$ cat config.mk
export PLATFORM = sky130hd
export DESIGN_NAME = uart_rx
export DESIGN_NICKNAME = d
export VERILOG_FILES = /design/src/rtl/uart_pkg.sv /design/src/rtl/uart_baud_cnt.sv /design/src/rtl/uart_rx.sv
export SDC_FILE = /design/constraint.sdc
export NUM_CORES = 1
export LEC_CHECK = 0
export ABC_AREA = 0
export CAP_MARGIN = 10
export CORE_UTILIZATION = 58
export CTS_CLUSTER_DIAMETER = 120
export CTS_CLUSTER_SIZE = 8
export DETAILED_ROUTE_END_ITERATION = 8
export MAX_ROUTING_LAYER = met4
export PLACE_DENSITY_LB_ADDON = 0.3
export SLEW_MARGIN = 20
export SYNTH_ARGS = -nofsm -noshare
export SYNTH_HDL_FRONTEND = slang
export SYNTH_SLANG_ARGS = --single-unit
$ cat constraint.sdc
create_clock -name clk -period 5 [get_ports clk]
set_input_delay 1.5 -clock clk [delete_from_list [all_inputs] [get_ports clk]]
set_output_delay 1.5 -clock clk [all_outputs]
set_load 0.05 [all_outputs]
$ cat src/rtl/uart_pkg.sv
// rtl/uart_pkg.sv - shared types and constants for the UART receiver
// UART_RX_PARITY_EN adds the PARITY state to the state enum.
package uart_pkg;

  localparam int DEF_CLK_FREQ = 50_000_000;
  localparam int DEF_BAUD     = 115200;

  typedef enum logic [2:0] {
    ST_IDLE,
    ST_START,
    ST_DATA,
`ifdef UART_RX_PARITY_EN
    ST_PARITY,
`endif
    ST_STOP
  } state_t;

  function automatic int calc_cpb(input int clk_freq, input int baud);
    return clk_freq / baud;
  endfunction

endpackage

$ cat src/rtl/uart_baud_cnt.sv
// rtl/uart_baud_cnt.sv - bit-period counter, hit when the count reaches target
module uart_baud_cnt #(
  parameter int W = 9
) (
  input  logic         clk,
  input  logic         rst,
  input  logic         clr,
  input  logic [W-1:0] target,
  output logic         hit
);

  logic [W-1:0] cnt;

  always_ff @(posedge clk) begin
    if (rst || clr) cnt <= '0;
    else            cnt <= cnt + W'(1);
  end

  assign hit = (cnt == target);

endmodule

$ cat src/rtl/uart_rx.sv
// rtl/uart_rx.sv - 8N1 UART receiver; define UART_RX_PARITY_EN for an even-parity bit
module uart_rx
  import uart_pkg::*;
#(
  parameter int CLK_FREQ = DEF_CLK_FREQ,
  parameter int BAUD     = DEF_BAUD
) (
  input  logic       clk,
  input  logic       rst,
  input  logic       rx,
  input  logic       rx_edge,
  output logic [7:0] data,
  output logic       valid,
  output logic       frame_err,
  output logic       parity_err
);

  localparam int CPB  = calc_cpb(CLK_FREQ, BAUD);
  localparam int HALF = CPB / 2;
  localparam int CW   = (CPB > 2) ? $clog2(CPB) : 1;

  state_t        state;
  logic [2:0]    bit_idx;
  logic [7:0]    shreg;
  logic [CW-1:0] target;
  logic          hit;
  logic          clr;

  // The counter is held at zero in IDLE and restarts on every sample point.
  assign clr    = (state == ST_IDLE) || hit;
  assign target = (state == ST_START) ? CW'(HALF - 1) : CW'(CPB - 1);

  uart_baud_cnt #(.W(CW)) u_baud_cnt (
    .clk    (clk),
    .rst    (rst),
    .clr    (clr),
    .target (target),
    .hit    (hit)
  );

`ifdef UART_RX_PARITY_EN
  logic par_bad;
`else
  assign parity_err = 1'b0;
`endif

  always_ff @(posedge clk) begin
    if (rst) begin
      state     <= ST_IDLE;
      bit_idx   <= '0;
      shreg     <= '0;
      data      <= '0;
      valid     <= 1'b0;
      frame_err <= 1'b0;
`ifdef UART_RX_PARITY_EN
      parity_err <= 1'b0;
      par_bad    <= 1'b0;
`endif
    end else begin
      valid     <= 1'b0;
      frame_err <= 1'b0;
`ifdef UART_RX_PARITY_EN
      parity_err <= 1'b0;
`endif
      case (state)
        ST_IDLE: begin
          if (rx_edge && !rx) state <= ST_START;
        end
        ST_START: begin
          if (hit) begin
            bit_idx <= '0;
            state   <= rx ? ST_IDLE : ST_DATA;
          end
        end
        ST_DATA: begin
          if (hit) begin
            shreg   <= {rx, shreg[7:1]};
            bit_idx <= bit_idx + 3'd1;
            if (bit_idx == 3'd7) begin
`ifdef UART_RX_PARITY_EN
              state <= ST_PARITY;
`else
              state <= ST_STOP;
`endif
            end
          end
        end
`ifdef UART_RX_PARITY_EN
        ST_PARITY: begin
          if (hit) begin
            par_bad <= rx ^ (^shreg);
            state   <= ST_STOP;
          end
        end
`endif
        ST_STOP: begin
          if (hit) begin
            data      <= shreg;
            frame_err <= !rx;
`ifdef UART_RX_PARITY_EN
            valid      <= rx && !par_bad;
            parity_err <= par_bad;
`else
            valid      <= rx;
`endif
            state     <= ST_IDLE;
          end
        end
        default: state <= ST_IDLE;
      endcase
    end
  end

endmodule
==> out/summary.json <==
{
  "tightest_slew_ns": 0.7967,
  "crit_path_kind": "register to primary output",
  "cells_resized_by_post_cts_repair": 0,
  "yosys.area.top_type": "sky130_fd_sc_hd__dfxtp_1",
  "hold_viol": 0,
  "timing.critical_path.fanout_max": 2,
  "power_switching_mw": 0.09851,
  "largest_stage_delay_on_the_critical_path_ns": 0.80,
  "ir_worst_vdd_mv": 0.3576,
  "power_share_of_the_combinational_group_pct": 2.6,
  "tritoncts.num_buffers": 5,
  "crit_cells": 1,
  "worst-path-buf-inv": 1,
  "width_of_the_die_um": 50.56,
  "rows": 17,
  "antenna_found_initial": 0,
  "cp-endpoint": "data[1]",
  "cell_with_the_most_instances_after_synthesis": "sky130_fd_sc_hd__dfxtp_1",
  "post_route_cells_drive_above_1_share_pct": 10.53,
  "area.growth.synth_to_final_pct": 14.91,
  "timing.critical_path.to_type": "primary output",
  "worst_slack_at_placement_ns": 1.775,
  "drc": 0,
  "synthesis.area_um2": 1368,
  "route.vias.total": 1005,
  "gp_routability_congestion": 0.7951,
  "io_buffer_count": 13,
  "r2r-start": "state[0]",
  "fp.dieArea_um2": 2556,
  "grt_busiest_layer": "met2",
  "share_seq_of_total_power_pct": 55.9,
  "synth.lib_cells_used.distinct": 38,
  "n_diodes": 0,
  "fin_total_pwr_mw": 0.4625,
  "fin_setup_tns_ns": 0,
  "setup-violations-final": 0,
  "firstDrtPassIters": 4,
  "htreeDepth": 2,
  "synth.net_count": 143,
  "worstPathRequired_ns": 3.50,
  "reg2regPathDepth": 5,
  "timing.critical_path.arrival_ns": 1.48,
  "met3_usage_pct": 8.182,
  "drv.max_cap_violation_count": 0,
  "grt_first_pass_wirelength_um": 4133,
  "count_of_nets_after_finishing": 158,
  "track_usage_pct": 22.71,
  "overflow": 0,
  "clock_power_share_pct": 41.6,
  "post-cts-setup-buffer-count": 0,
  "synth-seq-cells": 32,
  "post-synth-top-area-fraction_pct": 46.84,
  "worst_slew_margin_rel_pct": 46.72,
  "floorplan.core_area_um2": 2212,
  "detailedRoute.firstIterationViolations": 17,
  "clk_latency_ns": 0.32,
  "tritoncts": "built",
  "globalRouteMet2Util_pct": 33.78,
  "postCtsHoldBufs": 0,
  "async_flop_share_pct": 0,
  "die-height_um": 50.56,
  "r2r_setup_slack_ns": 2.67,
  "rsz_0062_raised_after_global_routing": "false",
  "swShare_pct": 21.30,
  "synth_enable_flop_cells": 0,
  "worst_path_max_delay_cell": "sky130_fd_sc_hd__clkdlybuf4s50_1",
  "crit_family": "buffers and inverters",
  "synth_top_cells_by_count": "32 x sky130_fd_sc_hd__dfxtp_1, 28 x sky130_fd_sc_hd__nor2_1, 16 x sky130_fd_sc_hd__mux2i_1, 8 x sky130_fd_sc_hd__nand3_1, 6 x sky130_fd_sc_hd__xor2_1",
  "clk_pin_slew_worst_setup_hold_paths_ns": 0.10,
  "fill_cells": 176,
  "initial_core_util_pct": 61.82,
  "vias_per_cell": 5.583,
  "grt_pass1_vias": 958,
  "synth_area_leaders": "sky130_fd_sc_hd__dfxtp_1 47%, sky130_fd_sc_hd__mux2i_1 12%, sky130_fd_sc_hd__nor2_1 7.7%, sky130_fd_sc_hd__xor2_1 3.8%, sky130_fd_sc_hd__nand3_1 2.9%",
  "yosys_most_used_dff": "sky130_fd_sc_hd__dfxtp_1",
  "period_needed_ns": 2.984,
  "clock-sinks": 32,
  "fin_crit_sh_pct": 59.68,
  "pin_count": 15,
  "crit-reg2reg-capture": "shreg[6]",
  "setup_ws_ns": 2.016,
  "fmaxAchievable_mhz": 335.1,
  "avgRoutedWirePerCell_um": 13.27,
  "cell_internal_pwr_mw": 0.3640,
  "grt_max_degree": 25,
  "leakage_power_of_the_design_nw": 0.5812,
  "power-per-cell-area_nw_per_um2": 294.3,
  "route.final.wire_length_um": 2389,
  "detail-route-antenna-nets": 0,
  "cts_buffer_depth": 2,
  "post-dp-hpwl_um": 1646,
  "post_synth_inst_count": 136,
  "synthesis.area_per_instance_um2": 10.06,
  "worst_clock_skew_ns": 0.005685,
  "synth.yosys.warnings": 0,
  "met1_capacity_usage_during_global_routing_pct": 27.15,
  "worstHoldPathType": "register to register",
  "cts.root.buffer_cell": "sky130_fd_sc_hd__clkbuf_4",
  "worst_setup_path_start_kind": "register",
  "crit_path_start": "data[1]",
  "report.final.slew_viol_count": 0,
  "synth-seq-area-share_pct": 46.84,
  "crit_path_cell_trace": "clkdlybuf4s50_1",
  "status": "finished clean"
}
[cells in the final DEF, fill, tap and decap left out, drive strengths merged, types with 3 or more instances in the layout]
cell type,netlist,routed
nand2,3,3
nand3,8,8
clkbuf,1,5
nor2,28,28
xor2,6,6
clkdlybuf4s50,0,13
mux2i,16,16
a21oi,5,5
ha,3,3
dfxtp,32,32
[cells by family (layout without fill, tap and decap cells)]
kind of cell / count (synthesis) / count (layout) / share of synthesized area, %
simple gates: 56 / 56 / 21.68
flops: 32 / 32 / 46.84
mux: 16 / 16 / 11.71
compound gates: 14 / 14 / 8.692
xor+xnor: 7 / 7 / 4.483
buf+inv: 7 / 23 / 3.568
fa+ha+maj: 3 / 3 / 2.745
other cells: 1 / 1 / 0.2742
[power groups by stage]
stage	Combinational, mW	Sequential (mW)	Clock [mW]
global route	0.0129	0.259	0.213
CTS	0.0118	0.259	0.197
finish	0.0118	0.259	0.192
global placement	0.0112	0.264	0
detailed placement	0.0117	0.264	0
floorplan	0.0116	0.262	0
[sequential cells by signal (all words and copies together) (netlist names)]
register,cells
bit_idx,3
valid,1
shreg,8
data,8
state,2
u_baud_cnt.cnt,9
frame_err,1
[area by class of cell]
class / count / area, µm² / share of cell area [%]
Clock buffer: 5 / 37.54 / 2.389
Tap cell: 28 / 35.03 / 2.229
Timing Repair Buffer: 13 / 130.1 / 8.280
Inverter: 2 / 7.507 / 0.4777
Multi-Input combinational cell: 97 / 678.2 / 43.15
Clock inverter: 3 / 42.54 / 2.707
Sequential cell: 32 / 640.6 / 40.76
[through the flow]
| stage | utilization, % | instance area (µm²) | cells | hold WS, ns |
|---|---|---|---|---|
| floorplan | - | 1368 | 136 | 0.4520 |
| finish | 71.04 | 1572 | 180 | 0.4936 |
| global route | 71.04 | 1572 | 180 | 0.5269 |
| CTS | 71.04 | 1572 | 180 | 0.4919 |
| detailed placement | 67.42 | 1491 | 172 | 0.4698 |
| global placement | 67.42 | 1491 | 172 | 0.4578 |
[per-layer routing]
layer	part of all wire (%)	up-vias	wire length [µm]
met2	47	19	1121
met5	0	-	0
met3	3.5	6	83
met1	48	471	1136
met4	2.0	0	47
li1	-	509	-
[worst min-delay path by stage]
stage / from / end / slack, ns / cells past startpoint
5_1_grt: bit_idx[2] / bit_idx[2] / 0.53 / 2
2_1_floorplan: bit_idx[1] / bit_idx[1] / 0.45 / 2
3_5_place_dp: bit_idx[1] / bit_idx[1] / 0.47 / 2
4_1_cts: bit_idx[1] / bit_idx[1] / 0.49 / 2
3_3_place_gp: bit_idx[2] / bit_idx[2] / 0.46 / 2
6_report: bit_idx[1] / bit_idx[1] / 0.49 / 2
Power figures use the tool's default switching activity.
